`src/rtl/mem_port_arbiter.sv`:
```
// rtl/mem_port_arbiter.sv - arbitrates fetch and load/store requesters onto one single-port memory
// Load/store wins by default; starve_cnt bounds consecutive load/store grants while fetch waits.
module mem_port_arbiter #(
    parameter int MAX_LS_BURST = 2,
    parameter int TIMEOUT      = 16
) (
    input  logic        clk,
    input  logic        rst,
    input  logic        if_req,
    input  logic [31:0] if_addr,
    output logic        if_ack,
    output logic        if_err,
    output logic [31:0] if_rdata,
    input  logic        ls_req,
    input  logic        ls_we,
    input  logic [3:0]  ls_be,
    input  logic [31:0] ls_addr,
    input  logic [31:0] ls_wdata,
    output logic        ls_ack,
    output logic        ls_err,
    output logic [31:0] ls_rdata,
    output logic        mem_req,
    output logic        mem_we,
    output logic [3:0]  mem_be,
    output logic [31:0] mem_addr,
    output logic [31:0] mem_wdata,
    input  logic [31:0] mem_rdata,
    input  logic        mem_rdy,
    output logic        busy
);

    typedef enum logic [1:0] {
        IDLE,
        BUSY,
        RESP
    } state_t;

    state_t      state;
    logic        owner_ls;
    logic [3:0]  starve_cnt;
    logic [7:0]  tmo_cnt;
    logic        fetch_starved;
    logic        grant_ls;
    logic        tmo_hit;

    assign fetch_starved = if_req && (starve_cnt == 4'(MAX_LS_BURST));
    assign grant_ls      = ls_req && !fetch_starved;
    assign tmo_hit       = (tmo_cnt == 8'(TIMEOUT - 1));

    always_ff @(posedge clk) begin
        if (rst) begin
            state      <= IDLE;
            owner_ls   <= 1'b0;
            starve_cnt <= 4'd0;
            tmo_cnt    <= 8'd0;
            if_ack     <= 1'b0;
            if_err     <= 1'b0;
            if_rdata   <= 32'd0;
            ls_ack     <= 1'b0;
            ls_err     <= 1'b0;
            ls_rdata   <= 32'd0;
            mem_req    <= 1'b0;
            mem_we     <= 1'b0;
            mem_be     <= 4'd0;
            mem_addr   <= 32'd0;
            mem_wdata  <= 32'd0;
            busy       <= 1'b0;
        end else begin
            case (state)
                IDLE: begin
                    if (grant_ls) begin
                        owner_ls  <= 1'b1;
                        mem_req   <= 1'b1;
                        mem_we    <= ls_we;
                        mem_be    <= ls_be;
                        mem_addr  <= ls_addr;
                        mem_wdata <= ls_wdata;
                        busy      <= 1'b1;
                        state     <= BUSY;
                        // Only grants that actually make fetch wait count toward the burst.
                        if (!if_req) begin
                            starve_cnt <= 4'd0;
                        end else if (starve_cnt != 4'(MAX_LS_BURST)) begin
                            starve_cnt <= starve_cnt + 4'd1;
                        end
                    end else if (if_req) begin
                        owner_ls   <= 1'b0;
                        mem_req    <= 1'b1;
                        mem_we     <= 1'b0;
                        mem_be     <= 4'hF;
                        mem_addr   <= if_addr;
                        busy       <= 1'b1;
                        state      <= BUSY;
                        starve_cnt <= 4'd0;
                    end
                end

                BUSY: begin
                    if (mem_rdy || tmo_hit) begin
                        mem_req <= 1'b0;
                        mem_we  <= 1'b0;
                        state   <= RESP;
                        // A ready arriving on the final timeout cycle still counts as success.
                        if (owner_ls) begin
                            ls_ack <= 1'b1;
                            ls_err <= !mem_rdy;
                            if (mem_rdy) begin
                                ls_rdata <= mem_rdata;
                            end
                        end else begin
                            if_ack <= 1'b1;
                            if_err <= !mem_rdy;
                            if (mem_rdy) begin
                                if_rdata <= mem_rdata;
                            end
                        end
                    end else begin
                        tmo_cnt <= tmo_cnt + 8'd1;
                    end
                end

                RESP: begin
                    if_ack  <= 1'b0;
                    if_err  <= 1'b0;
                    ls_ack  <= 1'b0;
                    ls_err  <= 1'b0;
                    tmo_cnt <= 8'd0;
                    busy    <= 1'b0;
                    state   <= IDLE;
                end

                default: begin
                    state <= IDLE;
                end
            endcase
        end
    end

endmodule

```
`config.mk`:
```
export PLATFORM = sky130hd
export DESIGN_NAME = mem_port_arbiter
export DESIGN_NICKNAME = d
export VERILOG_FILES = /design/src/rtl/mem_port_arbiter.sv
export SDC_FILE = /design/constraint.sdc
export NUM_CORES = 1
export LEC_CHECK = 0
export BUFFER_PORTS_ARGS = -buffer_cell sky130_fd_sc_hd__buf_2
export CAP_MARGIN = 20
export CORE_MARGIN = 3
export CORE_UTILIZATION = 42
export DETAILED_ROUTE_END_ITERATION = 6
export PLACE_DENSITY = 0.76
export SLEW_MARGIN = 20
export SYNTH_ARGS = -nofsm -noshare
export SYNTH_HDL_FRONTEND = slang
export SYNTH_SLANG_ARGS = --single-unit
export TNS_END_PERCENT = 1
```
`constraint.sdc`:
```
create_clock -name clk -period 1.9 [get_ports clk]
set_input_delay 0.38 -clock clk [delete_from_list [all_inputs] [get_ports clk]]
set_output_delay 0.38 -clock clk [all_outputs]
set_load 0.1 [all_outputs]
```
==> summary.txt, run 1 <==
Status: finished, final reports clean
Nets: 1120
Clock latency on the worst-skew pair: 420 ps
Final RePlAce weighted congestion: 0.8133
Clock tree buffer depth: 2
DRT antenna net count: 0
Total I/O pin count: 277
Post-Synthesis Cell Area: 5952 um2
Number of global-route vias before repair: 5654
Final critical-path required period: 1808 ps
Number of buffer cells added on primary ports: 276
Transition at the pin with the smallest max-transition slack: 523.7 ps
Sequential share of the synthesized area: 51.80%
Number of library cell types mapped by synthesis: 44
DRC viols: 0
Final core occ: 60.86%
First-pass GRT wire length: 27280 um
Fill cell count: 1214
Rows: 42
TritonCTS Buffers: 17
Number of enable flip-flop cells after synthesis: 0
Endpoint class of the critical path: register
Synthesized area per cell: 8.313 um2
LEAKAGE: 3.830 nW
R2R setup slack: 90 ps
Peak ir drop on the vdd network: 0.8563 mV
Max Clock Freq: 553.1 MHz
H-Tree Depth: 4
Count of TritonRoute iterations in the first routing pass: 5
Worst setup slack after layout: 91.94 ps
Category of the critical setup timing path: reg -> reg
Ratio of final minimum period to clock period: 95.16%
Maximum fanout count along the critical path: 7
Setup repair after global routing missed its margin: true
Delay contributed by the slowest stage of the critical path: 450 ps
Hold Path Class: in -> reg
Gate Count Post-Synth: 716
Worst setup timing slack at the placement stage: 72.60 ps
Clock slew at reported path FFs: 60 ps
Flip-flop and latch count after synthesis: 154
TritonCTS clock tree: built
Initial core utilization: 43.90%
End of the worst hold path: tmo_cnt[1]$_SDFFE_PP0P_
Arrival time at the worst endpoint: 2110 ps
Worst Setup Start Kind: register
Slowest stage cell on the critical path: or4b_1
Hold Startpoint: rst
GR Overflow Total: 0
Seq. cell area: 3083 um2
Endpoints failing hold: 0
Number of cells traversed by the worst hold path: 2
Die Area: 15640 um2
Combined area of the multi-input logic cells: 2635 um2
Post-synth net total: 861
Die extent in y: 125.0 um
Max-cap viol count: 0
Ys flop type: dfxtp_1
Fraction of synthesis flops using an asynchronous set or reset pin: 0%
Maximum number of pins on one net before global-route repair: 116
Placed standard-cell area: 7569 um2
Post-layout power: 10.97 mW
Clk sink count: 154
Detailed-placement wirelength estimate: 11960 um
Area inside the core boundary: 13560 um2
Capturing point of the worst reg2reg path: tmo_cnt[7]$_SDFFE_PP0P_
Startpoint of the most critical register-to-register path: state[1]$_SDFFE_PP0P_
Power density of the placed cells: 1330 nW/um2
WP data required: 2200 ps
Die span in x: 125.0 um
Setup Total Neg Slack: 0 ps
Buffer cell driving the clock tree root: clkbuf_16
Initial DRC count: 376
Initial antenna violation count: 0
Share of cells above drive strength 1: 34.04%
Cell breakdown of the critical path: inv_1 -> ha_1 -> or4b_1 -> o211a_4 -> and2_4 -> a32o_1
Endpoints failing setup: 0
Via count: 5890
Count of cells along the worst register-to-register path: 6
Wire length per cell after detailed routing: 14.52 um
Via density per instance: 5.064
Final std cell area, no fill: 8252 um2
Final setup skew: 10.82 ps
Final max-slew violation count: 0
Post-synthesis to final-layout area growth: 38.64%
Antenna diode count: 0
Warning count from the yosys run: 0
Aggregate global-route resource usage: 20.99%
Post-CTS Setup Bufs: 0
Final wirelength: 16880 um
Slew HR: 65.09%
-- cells in the final DEF (no fill, tap or decap), types with 3 or more instances in the layout --
master | Yosys | routed
a21oi_1 | 135 | 135
a31oi_1 | 5 | 5
a32o_1 | 6 | 6
and3_1 | 7 | 6
buf_12 | 0 | 7
buf_2 | 5 | 275
buf_4 | 0 | 12
bufinv_16 | 0 | 6
clkbuf_16 | 0 | 17
dfxtp_1 | 154 | 154
ha_1 | 7 | 7
inv_1 | 9 | 9
mux2i_1 | 32 | 32
nand2_1 | 200 | 199
nand2b_1 | 4 | 4
nand3_1 | 5 | 5
nor2_1 | 12 | 11
nor3b_1 | 3 | 3
o21ai_0 | 48 | 48
-- layer usage --
layer | global-route usage (%) | part of all wire [%] | routed length [um] | up-vias
met5 | 0 | 0 | 0 | -
met4 | 6.633 | 1.2 | 201 | 0
met3 | 7.292 | 9.0 | 1524 | 18
met2 | 34.39 | 47 | 7871 | 242
met1 | 26.09 | 43 | 7284 | 2668
li1 | - | - | - | 2962
-- registers in the layout, summed over array words and instances (netlist names), 2 cells and up --
signal and flops:
if_rdata 32, mem_wdata 32, tmo_cnt 8, state 2, ls_rdata 32, mem_be 4
starve_cnt 4, mem_addr 32
-- worst max-delay path, delay by kind of cell (launching register included) --
| kind | cells | cell delay (ps) |
|---|---|---|
| and+or+nand+nor | 2 | 630 |
| AOI/OAI and AO/OA | 2 | 460 |
| DFF | 1 | 310 |
| adders and majority gates | 1 | 180 |
| buffers and inverters | 1 | 110 |
-- power breakdown --
| group | total [mW] | internal [mW] | switching (mW) |
|---|---|---|---|
| sequential | 3.69 | 3.53 | 0.157 |
| clock | 3.81 | 2.53 | 1.28 |
| combinational | 3.47 | 0.663 | 2.80 |
| total | 11.0 | 6.73 | 4.25 |
-- cell usage after synthesis (3+ instances only) --
library cell | number | area share, %
a21oi_1 | 135 | 11
a31oi_1 | 5 | 0.53
a32o_1 | 6 | 1.0
and3_1 | 7 | 0.74
buf_1 | 4 | 0.25
buf_2 | 5 | 0.42
clkbuf_1 | 44 | 2.8
dfxtp_1 | 154 | 52
ha_1 | 7 | 1.5
inv_1 | 9 | 0.57
mux2i_1 | 32 | 5.4
nand2_1 | 200 | 13
nand2b_1 | 4 | 0.42
nand3_1 | 5 | 0.42
nor2_1 | 12 | 0.76
nor3b_1 | 3 | 0.38
o21ai_0 | 48 | 4.0
-- layout make-up --
cell class / instances / area share, %
Clock inverter: 11 / 2.623
Tap cell: 176 / 2.669
Inverter: 9 / 0.4094
Sequential cell: 154 / 37.36
Timing Repair Buffer: 294 / 19.47
Multi-Input combinational cell: 499 / 31.93
Clock buffer: 20 / 5.534
-- worst max-delay path by stage --
stage                          startpoint                        end  slack (ps)  cells past startpoint
floorplan           state[1]$_SDFFE_PP0P_    tmo_cnt[7]$_SDFFE_PP0P_          50                      7
global placement    state[1]$_SDFFE_PP0P_    tmo_cnt[7]$_SDFFE_PP0P_         150                      6
detailed placement  state[1]$_SDFFE_PP0P_   if_rdata[0]$_SDFFE_PP0P_          70                      7
CTS                 state[1]$_SDFFE_PP0P_  if_rdata[12]$_SDFFE_PP0P_          10                      7
global route        state[1]$_SDFFE_PP0P_    tmo_cnt[6]$_SDFFE_PP0P_         -10                      7
finish              state[1]$_SDFFE_PP0P_    tmo_cnt[7]$_SDFFE_PP0P_          90                      6
-- through the flow --
step | instances | hold slack (ps)
after floorplan | 716 | 441.2
after global placement | 1132 | 438.0
after detailed placement | 1132 | 443.0
after CTS | 1163 | 168.4
after global routing | 1163 | 180.7
final | 1163 | 186.5
-- logic make-up (layout without fill, tap and decap cells) --
group / Yosys count / in the layout / synth area share, %
flip-flops: 154 / 154 / 51.80
multiplexers: 32 / 32 / 5.382
AND/OR/NAND/NOR: 253 / 253 / 18.10
adder cells (fa/ha/maj): 7 / 7 / 1.471
AO/OA/AOI/OAI: 207 / 207 / 19.05
buffers and inverters: 63 / 334 / 4.204
-- repair_timing --
action | CTS | global route
hold buffers | 0 | 0
setup endpoints to repair | 0 | 56
resized for setup | 0 | 3
Note: power is estimated with default switching activity, not from simulation.
==> run 2: changes to the inputs <==
- CORE_UTILIZATION: 42 -> 50
- PLACE_DENSITY: 0.76 -> 0.85
- clock period: 1.9 -> 2.2 ns (I/O delays scaled with it)
==> run 2 against run 1 <==
Net effect: clock skew down 6.3 ps; register-to-register slack improved by 150 ps; critical endpoint is now ls_err$_SDFFE_PP0P_; global-route usage is 3.8 points higher; clock-buffer cell count increased by 2; total power fell by 17%; sequential cell count stayed put; sequential power down 14%; final area down 2.2%; wire length is 0.59% lower; first-iteration DRC count grew 72%; critical path depth is 1 lower; highest routed layer unchanged; setup slack better by 150 ps.
==> summary.txt, run 2 (synthesis gave the netlist of run 1 again) <==
Endpoints failing setup: 0 (unchanged)
First-pass GRT wire length: 26250 um (was 27280 um)
Antenna diode count: 0 (unchanged)
Slew HR: 63.57% (was 65.09%)
Via density per instance: 5.297 (was 5.064)
Share of power burned in registers: 34.8% (was 33.6%)
Peak ir drop on the vdd network: 0.9571 mV (was 0.8563 mV)
Total I/O pin count: 277 (unchanged)
Endpoints failing hold: 0 (unchanged)
Aggregate global-route resource usage: 24.80% (was 20.99%)
R2R setup slack: 240 ps (was 90 ps)
Number of cells traversed by the worst hold path: 3 (was 2)
Maximum fanout count along the critical path: 7 (unchanged)
Hold Path Class: in -> reg (unchanged)
Number of buffer cells added on primary ports: 276 (unchanged)
Final RePlAce weighted congestion: 0.7909 (was 0.8133)
TritonCTS Buffers: 17 (unchanged)
Fill cell count: 907 (was 1214)
Area inside the core boundary: 11520 um2 (was 13560 um2)
PostCTS Resize Cnt: 0 (unchanged)
Status: finished, final reports clean (unchanged)
Power density of the placed cells: 1132 nW/um2 (was 1330 nW/um2)
Post-synthesis to final-layout area growth: 35.65% (was 38.64%)
H-Tree Depth: 4 (unchanged)
Endpoint class of the critical path: register (unchanged)
Placed cell count: 1095 (was 1132)
Wire length per cell after detailed routing: 14.89 um (was 14.52 um)
Final max-slew violation count: 0 (unchanged)
Final core occ: 70.11% (was 60.86%)
WP data required: 2540 ps (was 2200 ps)
Cell-internal power: 5.472 mW (was 6.727 mW)
Clock network power share: 32.7% (was 34.8%)
Number of global-route vias before repair: 5590 (was 5654)
Nets: 1116 (was 1120)
Combined area of the multi-input logic cells: 2625 um2 (was 2635 um2)
Final critical-path required period: 1961 ps (was 1808 ps)
GR Overflow Total: 0 (unchanged)
Ratio of final minimum period to clock period: 89.16% (was 95.16%)
Capturing point of the worst reg2reg path: ls_err$_SDFFE_PP0P_ (was tmo_cnt[7]$_SDFFE_PP0P_)
Most common cell after layout, fill and taps aside: buf_2 (unchanged)
Switching power as a share of total power: 40.12% (was 38.69%)
Count of TritonRoute iterations in the first routing pass: 5 (unchanged)
Rows: 39 (was 42)
Commonest cells after routing, fill and taps aside: buf_2, nand2_1, dfxtp_1, a21oi_1, o21ai_0 (unchanged)
Post-layout power: 9.138 mW (was 10.97 mW)
Setup Total Neg Slack: 0 ps (unchanged)
Clock latency on the worst-skew pair: 410 ps (was 420 ps)
Setup repair after global routing missed its margin: false (was true)
Maximum number of pins on one net before global-route repair: 120 (was 116)
Detailed-placement wirelength estimate: 11750 um (was 11960 um)
Worst setup timing slack at the placement stage: 294.5 ps (was 72.60 ps)
Initial DRC count: 647 (was 376)
Max Clock Freq: 509.8 MHz (was 553.1 MHz)
Initial core utilization: 51.68% (was 43.90%)
Startpoint of the most critical register-to-register path: tmo_cnt[0]$_SDFFE_PP0P_ (was state[1]$_SDFFE_PP0P_)
Clock slew at reported path FFs: 60 ps (about the same)
Worst Setup Start Kind: register (unchanged)
Clock tree buffer depth: 2 (unchanged)
Count of cells along the worst register-to-register path: 5 (was 6)
DRC viols: 0 (unchanged)
Die extent in y: 115.1 um (was 125.0 um)
Seq. cell area: 3083 um2 (unchanged)
Worst setup slack after layout: 238.5 ps (was 91.94 ps)
DRT antenna net count: 0 (unchanged)
Buffer cell driving the clock tree root: clkbuf_16 (unchanged)
Portion of total power attributed to combinational logic: 32.4% (was 31.6%)
Post-Layout Cell Count: 1127 (was 1163)
Post-CTS Setup Bufs: 0 (unchanged)
Category of the critical setup timing path: reg -> reg (unchanged)
Final wirelength: 16780 um (was 16880 um)
Post-CTS Hold Fix Bufs: 0 (unchanged)
Share of cells above drive strength 1: 33.54% (was 34.04%)
Hold Startpoint: ls_wdata[14] (was rst)
Net switching power: 3.666 mW (was 4.246 mW)
Transition at the pin with the smallest max-transition slack: 541.5 ps (was 523.7 ps)
Die span in x: 115.1 um (was 125.0 um)
Die Area: 13250 um2 (was 15640 um2)
LEAKAGE: 3.761 nW (was 3.830 nW)
Max-cap viol count: 0 (unchanged)
Clk sink count: 154 (unchanged)
End of the worst hold path: mem_wdata[14]$_SDFFE_PP0P_ (was tmo_cnt[1]$_SDFFE_PP0P_)
Arrival time at the worst endpoint: 2310 ps (was 2110 ps)
Via count: 5970 (was 5890)
Initial antenna violation count: 0 (unchanged)
Final setup skew: 4.484 ps (was 10.82 ps)
TritonCTS clock tree: built (unchanged)
run 2: cell count changes in the layout (fill, tap and decap cells not counted):
cell        delta
clkbuf_8       +1
or2_2          +1
or2_4          -1
bufinv_16      -3
and3_2         -1
clkinvlp_4     +3
nor4_1         +1
clkbuf_1       +1
buf_4          -1
buf_12         -3
clkinv_4       -1
nor4_2         -1
and3_1         +1
run 2: routing by layer:
layer | vias to the layer above | wire, um | track usage [%]
met5 | - | 0 | 0
met4 | 0 | 457 | 10.56
met3 | 37 | 1558 | 8.368
met2 | 285 | 8180 | 41.32
met1 | 2698 | 6585 | 29.19
li1 | 2950 | - | -
run 2: cell type report:
class	instances	share of cell area (%)
Clock buffer	22	5.873
Clock inverter	10	1.736
Inverter	9	0.4184
Multi-Input combinational cell	499	32.51
Sequential cell	154	38.18
Tap cell	143	2.216
Timing Repair Buffer	290	19.06
run 2: worst max path at each step:
| stage | start | end | slack (ps) | depth (start not counted) |
|---|---|---|---|---|
| 2_1_floorplan | state[1]$_SDFFE_PP0P_ | tmo_cnt[7]$_SDFFE_PP0P_ | 350 | 7 |
| 3_3_place_gp | tmo_cnt[0]$_SDFFE_PP0P_ | ls_err$_SDFFE_PP0P_ | 330 | 5 |
| 3_5_place_dp | tmo_cnt[0]$_SDFFE_PP0P_ | ls_err$_SDFFE_PP0P_ | 290 | 5 |
| 4_1_cts | tmo_cnt[0]$_SDFFE_PP0P_ | ls_err$_SDFFE_PP0P_ | 250 | 5 |
| 5_1_grt | tmo_cnt[0]$_SDFFE_PP0P_ | ls_err$_SDFFE_PP0P_ | 100 | 5 |
| 6_report | tmo_cnt[0]$_SDFFE_PP0P_ | ls_err$_SDFFE_PP0P_ | 240 | 5 |
run 2: worst max-delay path, stage by stage, from the launching register on:
cell,delay [ps]
dfxtp_1,380
ha_1,230
nand4b_2,200
o41a_1,450
or4_1,490
a21oi_1,140
run 2: power groups by stage:
stage          sequential [mW]  combinational, mW  clock [mW]
6_report                  3.18               2.96        2.99
5_1_grt                   3.21               3.12        3.16
4_1_cts                   3.18               2.97        3.04
3_5_place_dp              3.24               2.96           0
3_3_place_gp              3.23               2.94           0
2_1_floorplan             4.95              0.668           0
run 2: stage by stage:
step                hold WS [ps]  instance area, um2
floorplan                  441.2                5952
global placement           438.1                7460
detailed placement         443.0                7460
CTS                        240.1                8074
global route               249.3                8074
finish                     258.8                8074
